**config.mk**
```make
export PLATFORM = sky130hd
export DESIGN_NAME = dec_scan_n
export DESIGN_NICKNAME = d
export VERILOG_FILES = /design/src/rtl/dec_scan_pkg.sv /design/src/rtl/dec_scan_timer.sv /design/src/rtl/dec_scan_n.sv
export SDC_FILE = /design/constraint.sdc
export NUM_CORES = 1
export LEC_CHECK = 0
export CAP_MARGIN = 20
export CORE_MARGIN = 2
export CORE_UTILIZATION = 50
export DETAILED_ROUTE_END_ITERATION = 10
export GPL_TIMING_DRIVEN = 0
export PLACE_DENSITY = 0.82
export SKIP_CTS_REPAIR_TIMING = 1
export SLEW_MARGIN = 20
export SYNTH_ARGS = -nofsm -noshare
export SYNTH_HDL_FRONTEND = slang
export SYNTH_SLANG_ARGS = --single-unit
```
**constraint.sdc**
```tcl
create_clock -name CLK -period 1.9 [get_ports CLK]
set_input_delay 0.57 -clock CLK [delete_from_list [all_inputs] [get_ports CLK]]
set_output_delay 0.57 -clock CLK [all_outputs]
set_load 0.01 [all_outputs]
```
**src/rtl/dec_scan_pkg.sv**
```systemverilog
// Shared types and helpers for the dec_scan_n strobe decoder.
// Contents: FSM state enum, default/maximum widths, active-low one-hot helper.
// No ports; imported by dec_scan_timer and dec_scan_n.
package dec_scan_pkg;

  typedef enum logic [1:0] {
    IDLE  = 2'd0,
    DRIVE = 2'd1,
    BLANK = 2'd2
  } state_t;

  localparam int DEF_SEL_W = 2;
  localparam int DEF_OUT_W = 1 << DEF_SEL_W;
  // Upper bound on decoder width the helper can build (SEL_W up to 8).
  localparam int MAX_OUT_W = 256;

  // Active-low one-hot: bits [w-1:0] are 1 except bit idx; bits above w are 0.
  // Callers slice the low OUT_W bits.
  function automatic logic [MAX_OUT_W-1:0] onehot_low(input int idx, input int w);
    logic [MAX_OUT_W-1:0] r;
    r = '0;
    for (int i = 0; i < MAX_OUT_W; i++) begin
      if (i < w) r[i] = (i != idx);
    end
    return r;
  endfunction

endpackage

```
**src/rtl/dec_scan_timer.sv**
```systemverilog
// Loadable down-counter used for both the dwell and the blanking gap.
// Latency: load value visible the cycle after load; saturates at zero.
// Ports: clk, rst_n (async low), load, load_val -> cnt, zero (cnt == 0).
module dec_scan_timer import dec_scan_pkg::*; #(
  parameter int W = 2
) (
  input  logic         clk,
  input  logic         rst_n,
  input  logic         load,
  input  logic [W-1:0] load_val,
  output logic [W-1:0] cnt,
  output logic         zero
);

  always_ff @(posedge clk or negedge rst_n) begin
    if (!rst_n) begin
      cnt <= '0;
    end else if (load) begin
      cnt <= load_val;
    end else if (cnt != '0) begin
      cnt <= cnt - W'(1);
    end
  end

  assign zero = (cnt == '0);

endmodule

```
**src/rtl/dec_scan_n.sv**
```systemverilog
// Active-low N-to-2^N strobe decoder with DIRECT decode and auto-SCAN modes.
// Latency 1: every output is registered and reflects the inputs of the prior edge.
// Ports: CLK, RESET_L, G_L, MODE, SEL, SCAN_LAST -> Y_L, IDX, WRAP.
module dec_scan_n import dec_scan_pkg::*; #(
  parameter int SEL_W = DEF_SEL_W,
  parameter int DWELL = 4,
  parameter int GAP   = 1
) (
  input  logic                  CLK,
  input  logic                  RESET_L,
  input  logic                  G_L,
  input  logic                  MODE,
  input  logic [SEL_W-1:0]      SEL,
  input  logic [SEL_W-1:0]      SCAN_LAST,
  output logic [(1<<SEL_W)-1:0] Y_L,
  output logic [SEL_W-1:0]      IDX,
  output logic                  WRAP
);

  localparam int OUT_W   = 1 << SEL_W;
  localparam int CNT_MAX = (DWELL > GAP) ? ((DWELL > 2) ? DWELL : 2)
                                         : ((GAP > 2) ? GAP : 2);
  localparam int CNT_W   = $clog2(CNT_MAX);
  localparam logic [CNT_W-1:0] DWELL_LD = CNT_W'(DWELL - 1);
  localparam logic [CNT_W-1:0] GAP_LD   = (GAP > 0) ? CNT_W'(GAP - 1) : '0;
  localparam logic [OUT_W-1:0] ALL_HI   = '1;

  state_t             state_q, state_d;
  logic [SEL_W-1:0]   idx_d, adv_idx;
  logic [OUT_W-1:0]   y_d;
  logic               wrap_d, adv_wrap;
  logic               tmr_load, tmr_zero;
  logic [CNT_W-1:0]   tmr_val, tmr_cnt;

  function automatic logic [OUT_W-1:0] dec(input logic [SEL_W-1:0] i);
    logic [MAX_OUT_W-1:0] t;
    t = onehot_low(int'(i), OUT_W);
    return t[OUT_W-1:0];
  endfunction

  dec_scan_timer #(.W(CNT_W)) u_timer (
    .clk      (CLK),
    .rst_n    (RESET_L),
    .load     (tmr_load),
    .load_val (tmr_val),
    .cnt      (tmr_cnt),
    .zero     (tmr_zero)
  );

  always_comb begin
    // SCAN_LAST is only consulted here, so a mid-dwell change lands at the next step;
    // '>=' makes an index already past a lowered SCAN_LAST wrap immediately.
    adv_wrap = (IDX >= SCAN_LAST);
    adv_idx  = adv_wrap ? '0 : IDX + SEL_W'(1);

    state_d  = state_q;
    idx_d    = IDX;
    y_d      = ALL_HI;
    wrap_d   = 1'b0;
    tmr_load = 1'b0;
    tmr_val  = DWELL_LD;

    if (G_L) begin
      state_d = IDLE;
    end else if (!MODE) begin
      state_d = IDLE;
      idx_d   = SEL;
      y_d     = dec(SEL);
    end else begin
      unique case (state_q)
        IDLE: begin
          state_d  = DRIVE;
          idx_d    = '0;
          y_d      = dec('0);
          tmr_load = 1'b1;
        end
        DRIVE: begin
          if (!tmr_zero) begin
            y_d = dec(IDX);
          end else if (GAP > 0) begin
            state_d  = BLANK;
            tmr_load = 1'b1;
            tmr_val  = GAP_LD;
          end else begin
            idx_d    = adv_idx;
            y_d      = dec(adv_idx);
            wrap_d   = adv_wrap;
            tmr_load = 1'b1;
          end
        end
        BLANK: begin
          if (tmr_zero) begin
            state_d  = DRIVE;
            idx_d    = adv_idx;
            y_d      = dec(adv_idx);
            wrap_d   = adv_wrap;
            tmr_load = 1'b1;
          end
        end
        default: state_d = IDLE;
      endcase
    end
  end

  always_ff @(posedge CLK or negedge RESET_L) begin
    if (!RESET_L) begin
      state_q <= IDLE;
      IDX     <= '0;
      Y_L     <= ALL_HI;
      WRAP    <= 1'b0;
    end else begin
      state_q <= state_d;
      IDX     <= idx_d;
      Y_L     <= y_d;
      WRAP    <= wrap_d;
    end
  end

endmodule

```
; ---- Word level (Yosys, flattened, before mapping)
; Cells that the tools add are included.
[op_classes]
addsub = 2
magnitude_cmp = 1
n_eq_ne = 15
muxes = 28
bitwise_logic = 1
reduce_logical = 10
[ops]
columns = op, count
row1 = two-way mux 2 bit, 13
row2 = two-way mux 4 bit, 4
row3 = inequality test 2 bit (first input constant), 6
row4 = one-hot mux 4 bit (3 select lines), 1
row5 = nonzero test 2 bit, 5
row6 = inequality test 4 bit (second input constant), 2
row7 = two-way mux 1 bit, 7
row8 = inequality test 1 x 2 -> 1 bit (first input constant), 3
row9 = one-hot mux 2 bit (3 select lines), 1
row10 = logical NOT 2 bit, 2
row11 = one-hot mux 2 bit (2 select lines), 1
row12 = inequality test 3 x 1 -> 1 bit (second input constant), 1
row13 = inequality test 3 bit (second input constant), 1
row14 = AND reduction 3 bit, 1
row15 = adder 2 x 1 -> 2 bit (second input constant), 1
row16 = == test 2 x 1 -> 1 bit (second input constant), 1
row17 = == test 2 bit (second input constant), 1
row18 = >= comparator 2 bit, 1
row19 = one-hot mux 1 bit (2 select lines), 1
row20 = AND reduction 2 bit, 1
row21 = OR reduction 2 bit, 1
row22 = subtractor 2 x 1 -> 2 bit (second input constant), 1
row23 = inverter 1 bit, 1
[totals]
ff_bits = 11
wordCells = 62

; ---- Longest topological paths before layout
; Gate-level depths: netlist of run 1.
[logic_depth]
depth_word = 7
ltp_mapped = 7
ltp_nobuf = 6

; ---- Hierarchy
; A second synthesis of run 1 with hierarchy kept.
[unflattened]
hier_cells = 90
area_unflattened_um2 = 819.5
[by_module_without_submodules]
columns = mod, n_inst, cells_each, area_each_um2
row1 = dec_scan_n, 1, 78, 705.7
row2 = dec_scan_timer, 1, 12, 113.9

; ---- Worst setup path after synthesis of run 1
; No wires, ideal clock.
[synth_timing]
path_type = reg2reg
start = reg IDX[0]
end = reg Y_L[0]
setup_time_ps = 88
t_arrival_ps = 1591
required_ps = 1812
path_slack_ps = 221
path_stages_with_launch = 7
path_cell_list = dfrtp_1 > inv_1 > ha_1 > nand2b_1 > a21oi_1 > a41o_1 > or3_1
[synth_between]
elab_chain_len = 7
elab_cells_between_ends = 10
[synth_lines]
columns = element, line_no
row1 = from (decl), dec_scan_n.sv:16  ; output logic [SEL_W-1:0] IDX,
row2 = from (signal assigned), dec_scan_n.sv:113  ; IDX <= idx_d;
row3 = adder 2 x 1 -> 2 bit or >= comparator 2 bit (tied branches), "dec_scan_n.sv:54, dec_scan_n.sv:53"
row4 = two-way mux 2 bit, dec_scan_n.sv:54  ; adv_idx = adv_wrap ? '0 : IDX + SEL_W'(1);
row5 = nonzero test 2 bit, dec_scan_pkg.sv:23  ; if (i < w) r[i] = (i != idx);
row6 = two-way mux 4 bit, dec_scan_n.sv:92  ; if (tmr_zero) begin
row7 = one-hot mux 4 bit (3 select lines) *, dec_scan_n.sv:70  ; unique case (state_q)
row8 = two-way mux 4 bit *, dec_scan_n.sv:65  ; end else if (!MODE) begin
row9 = two-way mux 4 bit *, dec_scan_n.sv:63  ; if (G_L) begin
row10 = named net y_d[0], dec_scan_n.sv:30  ; logic [OUT_W-1:0] y_d;
row11 = to (signal assigned), dec_scan_n.sv:114  ; Y_L <= y_d;
row12 = to (decl), dec_scan_n.sv:15  ; output logic [(1<<SEL_W)-1:0] Y_L,
; The timed path passes the listed nets; every way through them passes the cells marked *.
; A chain may end at the register's enable or synchronous reset.

; ---- Worst setup path in the final report of run 1
[layout_timing]
start = in SCAN_LAST[0]
end = reg Y_L[0]
[layout_between]
elab_chain_len = 7
[layout_lines]
columns = element, line_no
row1 = from (decl), dec_scan_n.sv:14  ; input logic [SEL_W-1:0] SCAN_LAST,
row2 = >= comparator 2 bit, dec_scan_n.sv:53  ; adv_wrap = (IDX >= SCAN_LAST);
row3 = two-way mux 2 bit, dec_scan_n.sv:54
row4 = nonzero test 2 bit, dec_scan_pkg.sv:23
row5 = two-way mux 4 bit, dec_scan_n.sv:92
row6 = one-hot mux 4 bit (3 select lines), dec_scan_n.sv:70
row7 = two-way mux 4 bit, dec_scan_n.sv:65
row8 = two-way mux 4 bit, dec_scan_n.sv:63
row9 = named net y_d[0], dec_scan_n.sv:30
; The timed path passes the listed nets, and every way through them passes these cells.

==> impl_metrics.ini, run 1 <==
[timing]
maxSlewViolCount = 0
finalHoldViolations = 0
tns_ns = 0
finalCritPeriodShare = 0.977
rsz0062_at_grt = false
relSlewSlack = 0.670
finalSetupViolCount = 0
worst_slew_pin_slew_ns = 0.494
fin_crit_ns = 1.86
skew_ns = 0.00280
max_freq_ghz = 0.539

[critical_path]
r2r_end = IDX[1]$_DFFE_PN0P_
cp_top_family = simple AND/OR/NAND/NOR gates
reg2reg_setup_slack_ns = 0.13
crit_buf_inv = 1
slowest_stage = clkdlybuf4s50_1
cp.arrival_ns = 2.05
reg2reg_depth = 6
worstPathCellList = clkdlybuf4s50_1 > ha_1 > nand2b_4 > a211o_1 > a21oi_1 > or3_1
crit_fanout = 4
startpoint_type = input pin
cp-end-kind = flop
r2r-start = IDX[0]$_DFFE_PN0P_
crit_type = in2reg
slowest_delay_ns = 0.41
crit_required_ns = 2.10

[worst_hold_path]
hold_end = IDX[1]$_DFFE_PN0P_
whs_path_depth = 1
hp-class = reg2reg
min_from = IDX[1]$_DFFE_PN0P_

[global_route]
grt_max_degree = 12
grt_overflow = 0
antenna_found_initial = 0
grt_pass1_vias = 637
grt_use_total = 0.197
grt_pass1_wl_um = 2770

[layout]
diodes = 0
fill_cells = 124
final_cell_mix = 12 x ha_1, 11 x inv_1, 10 x nand2_1, 10 x clkdlybuf4s50_1, 9 x a21oi_1
drive_gt1_frac = 0.207
fin_cells = 127
nets = 132
layout_commonest_cell = ha_1
syn_to_final_growth_pct = 27.1

[floorplanning]
ioPinCount = 15
core_um2 = 1520
rows = 14
die_h_um = 44.5
die_w_um = 44.5
die_area_um2 = 1980
start_util = 0.537

[logic_synthesis]
syn-num-nets = 113
netlist_area_um2 = 818
yosysSeqAreaShare = 0.343
yosysUniqueCellTypes = 26
yosys_warnings = 0
ys_seq_elements = 11
syn_inst = 93
syn-mean-instance-area_um2 = 8.80

[clock_network]
clk_path_buf_depth = 2
ctsHtreeMaxLevel = 1
cts-root-buf = clkbuf_4
insertion_delay_ns = 0.28
cts_buffers = 3
clk_pin_slew_ns = 0.07
cts_tree = built
clock-sinks = 11

[power]
p_leak_nw = 0.467
ir_drop_mv = 0.551
finalPower_mw = 0.814
power_density_nw_per_um2 = 783

[flow_run]
max_cap_violations = 0

[drt]
drt-total-wl_um = 1800
via_per_inst = 5.69
vias = 722
first_iter_violations = 25
drcViolationCount = 0
post_drt_wl_per_cell_um = 14.1
postRouteAntennaNets = 0
first_pass_iters = 4

[placement]
hpwl_um = 1340
port_buffers = 14
gp_congestion = 0.863
placed_cells = 123

[run_status]
status = completed
[stage by stage]
step	cell area, um^2	worst slack [ns]	hold WS [ns]	util
2_1_floorplan	818	0.221	0.274	-
3_3_place_gp	978	-0.269	0.578	0.642
3_5_place_dp	978	-0.290	0.600	0.642
4_1_cts	1000	-0.00613	0.610	0.659
5_1_grt	1040	0.00916	0.608	0.682
6_report	1040	0.0435	0.578	0.682
[how the worst max path moves through the flow]
| stage | start | endpoint | slack [ns] | cells after the start |
|---|---|---|---|---|
| after CTS | Y_L[3]$_DFF_PN1_ | Y_L[3] | -0.006 | 1 |
| after global placement | SCAN_LAST[0] | Y_L[0]$_DFF_PN1_ | -0.27 | 6 |
| after detailed placement | SCAN_LAST[0] | Y_L[0]$_DFF_PN1_ | -0.29 | 6 |
| final | SCAN_LAST[0] | Y_L[0]$_DFF_PN1_ | 0.04 | 6 |
| after floorplan | IDX[0]$_DFFE_PN0P_ | Y_L[0]$_DFF_PN1_ | 0.22 | 6 |
| after global routing | SCAN_LAST[1] | IDX[1]$_DFFE_PN0P_ | 0.009 | 6 |
[per-layer routing]
layer  track usage  vias up  share of wire
met5             0        -              0
met4        0.0727        0          0.013
met3        0.0612        3          0.065
met2         0.329       22           0.48
met1         0.238      343           0.44
li1              -      354              -
[report_power, final]
group | switching [mW] | internal, mW
Sequential | 0.0226 | 0.277
Clock | 0.0838 | 0.0817
Combinational | 0.204 | 0.145
Total | 0.310 | 0.503
[sequential cells by signal, indices dropped and copies added, names as in the netlist]
signal,cells
state_q,2
WRAP,1
IDX,2
Y_L,4
u_timer.cnt,2
[synthesized netlist by cell type]
cell | number | area, um^2
a211o_1 | 1 | 8.76
a211oi_1 | 1 | 7.51
a21oi_1 | 10 | 50.1
a21oi_2 | 3 | 26.3
a31oi_1 | 3 | 18.8
a41o_1 | 2 | 20.0
buf_2 | 3 | 15.0
dfrtp_1 | 7 | 175
dfstp_2 | 4 | 105
ha_1 | 12 | 150
inv_1 | 11 | 41.3
mux2_2 | 1 | 11.3
nand2_1 | 10 | 37.5
nand2b_1 | 4 | 25.0
nand2b_2 | 1 | 8.76
nor2_1 | 5 | 18.8
nor2b_1 | 1 | 6.26
nor3_1 | 5 | 25.0
nor3_2 | 1 | 10.0
o211ai_1 | 1 | 7.51
o21a_1 | 1 | 7.51
o21ai_0 | 2 | 10.0
o21bai_1 | 1 | 7.51
o31ai_1 | 1 | 7.51
or3_1 | 1 | 6.26
or3_4 | 1 | 11.3
[cell type report]
type / instances / area (um^2) / share of cell area
multi-input cells: 68 / 504 / 0.485
flip-flops and latches: 11 / 283 / 0.272
repair buffers: 14 / 150 / 0.144
inverters: 11 / 41.3 / 0.0397
clock buffers: 4 / 26.3 / 0.0253
well taps: 16 / 20.0 / 0.0193
plain buffers: 3 / 15.0 / 0.0144
[kinds of logic after synthesis]
kind of cell / count (synthesis) / synth area share
AO/OA/AOI/OAI: 26 / 0.210
buffers and inverters: 14 / 0.0688
AND/OR/NAND/NOR: 29 / 0.182
flip-flops: 11 / 0.343
adder cells (fa/ha/maj): 12 / 0.183
multiplexers: 1 / 0.0138
(Power assumes the default switching activity.)
==> inputs of run 2 (changes only) <==
--- a/config.mk
+++ b/config.mk
@@ -6,13 +6,13 @@
 export NUM_CORES = 1
 export LEC_CHECK = 0
 export CAP_MARGIN = 20
+export CORE_ASPECT_RATIO = 0.9
 export CORE_MARGIN = 2
-export CORE_UTILIZATION = 50
+export CORE_UTILIZATION = 54
 export DETAILED_ROUTE_END_ITERATION = 10
 export GPL_TIMING_DRIVEN = 0
-export PLACE_DENSITY = 0.82
+export PLACE_DENSITY = 0.87
 export SKIP_CTS_REPAIR_TIMING = 1
-export SLEW_MARGIN = 20
 export SYNTH_ARGS = -nofsm -noshare
 export SYNTH_HDL_FRONTEND = slang
 export SYNTH_SLANG_ARGS = --single-unit
==> constraint.sdc (replaced) <==
create_clock -name CLK -period 2.2 [get_ports CLK]
set_input_delay 0.66 -clock CLK [delete_from_list [all_inputs] [get_ports CLK]]
set_output_delay 0.66 -clock CLK [all_outputs]
set_load 0.01 [all_outputs]
==> run 2 against run 1 <==
Net effect:
- sequential cell count unchanged
- via count up 5.5%
- critical path depth unchanged
- cell area down 3.5%
- total power down 14%
- non-clock buffer count unchanged
- critical path type unchanged
- critical endpoint unchanged
==> impl_metrics.ini, run 2 (same netlist as run 1, synthesis figures left out) <==
[global_route]
antenna_found_initial = 0
grt_overflow = 0
grt_pass1_wl_um = 2720
grt_max_degree = 12
grt_pass1_vias = 632
grt_use_total = 0.220

[floorplanning]
die_h_um = 40.9
core_um2 = 1430
rows = 13
die_w_um = 45.0
ioPinCount = 15
die_area_um2 = 1840
start_util = 0.572

[layout]
largest_reg_flops = 4
stdcell_area_um2 = 1000
regArea_um2 = 280
largest-register = Y_L
drive_gt1_frac = 0.153
nets = 132
diodes = 0
layout_commonest_cell = clkdlybuf4s50_1
multi_input_area_um2 = 482
final_util = 0.701
fill_cells = 120
final_cell_mix = 14 x clkdlybuf4s50_1, 12 x ha_1, 11 x inv_1
syn_to_final_growth_pct = 22.6

[power]
p_comb_frac = 0.421
netSwitchingPower_mw = 0.271
clkPwrFrac = 0.210
ir_drop_mv = 0.343
sequentialPowerShare = 0.368
finalPower_mw = 0.700
power_density_nw_per_um2 = 697
p_leak_nw = 0.454
p_int_mw = 0.428
switching_share = 0.388

[critical_path]
cp_top_family = simple AND/OR/NAND/NOR gates
slowest_delay_ns = 0.44
crit_buf_inv = 1
crit_type = in2reg
crit_fanout = 3
cp.arrival_ns = 2.28
crit_required_ns = 2.41
worstPathCellList = clkdlybuf4s50_1 > ha_1 > nand2b_1 > a21oi_1 > a41o_1 > or3_1
cp-end-kind = flop
startpoint_type = input pin
slowest_stage = clkdlybuf4s50_1

[placement]
hpwl_um = 1300
place_ws_ns = -0.112
dpl_cell_area_um2 = 977
gp_congestion = 0.836
port_buffers = 14

[drt]
via_per_inst = 6.05
first_pass_iters = 4
postRouteAntennaNets = 0
post_drt_wl_per_cell_um = 14.3
drcViolationCount = 0
first_iter_violations = 57
drt-total-wl_um = 1800
vias = 762

[run_status]
status = completed

[clock_network]
ctsHtreeMaxLevel = 1
insertion_delay_ns = 0.29
clk_pin_slew_ns = 0.08
clk_path_buf_depth = 2
cts_tree = built
cts_buffers = 3
cts-root-buf = clkbuf_4
clock-sinks = 11

[timing]
finalSetupViolCount = 0
setup_ws_ns = 0.136
finalHoldViolations = 0
rsz0062_at_grt = false
fin_crit_ns = 2.06
worst_slew_pin_slew_ns = 0.505
hold_ws_ns = 0.597
finalCritPeriodShare = 0.938
relSlewSlack = 0.662
skew_ns = 0.0164
max_freq_ghz = 0.484
maxSlewViolCount = 0

[flow_run]
max_cap_violations = 0

[worst_hold_path]
hp-class = reg2reg
-- run 2: cell types whose count changed in the layout (fill, tap and decap cells not counted), moves of 2 or more --
cell	previous run	this run
clkdlybuf4s50_1	10	14
dfrtp_1	5	7
dfrtp_2	2	0
dlymetal6s2s_1	4	0
-- run 2: cell type report --
type | instances | share of cell area
Buffer | 3 | 0.0150
Clock buffer | 4 | 0.0262
Inverter | 11 | 0.0411
Multi-Input combinational cell | 68 | 0.480
Sequential cell | 11 | 0.279
Tap cell | 15 | 0.0187
Timing Repair Buffer | 14 | 0.140
-- run 2: worst register-to-register path: stages, from the launching register on --
cell and delay [ns]:
dfrtp_1 0.43, inv_1 0.19, ha_1 0.27, nand2b_1 0.16, a211o_1 0.35, o31ai_1 0.23
a21oi_1 0.11
-- run 2: path summary, 6_finish.rpt --
check                                                start                         end  slack, ns  cells past startpoint
worst max-delay path                          SCAN_LAST[0]            Y_L[0]$_DFF_PN1_       0.14                      6
worst min-delay path            u_timer.cnt[0]$_DFFE_PN0P_  u_timer.cnt[0]$_DFFE_PN0P_       0.60                      3
worst max register to register          IDX[0]$_DFFE_PN0P_            Y_L[2]$_DFF_PN1_       0.36                      6
worst min register to register  u_timer.cnt[0]$_DFFE_PN0P_  u_timer.cnt[0]$_DFFE_PN0P_       0.60                      3
max in group asynchronous                          RESET_L            Y_L[1]$_DFF_PN1_       1.12                      1
min in group asynchronous                          RESET_L      state_q[0]$_DFFE_PN0P_       0.70                      1
-- run 2: metrics by stage --
stage               setup TNS [ns]  std cells
floorplan                        0         93
global placement            -0.134        122
detailed placement          -0.375        122
CTS                              0        126
global route                     0        126
finish                           0        126
-- run 2: power by group through the flow --
stage               registers, mW  logic [mW]  clock network (mW)
detailed placement          0.262       0.283                   0
global placement            0.260       0.268                   0
finish                      0.258       0.295               0.147
global route                0.262       0.327               0.153
floorplan                   0.263       0.190                   0
CTS                         0.258       0.287               0.149
-- run 2: metal layers --
metal | track usage | part of all wire
met1 | 0.269 | 0.41
met2 | 0.364 | 0.43
met3 | 0.0705 | 0.12
met4 | 0.0882 | 0.042
met5 | 0 | 0
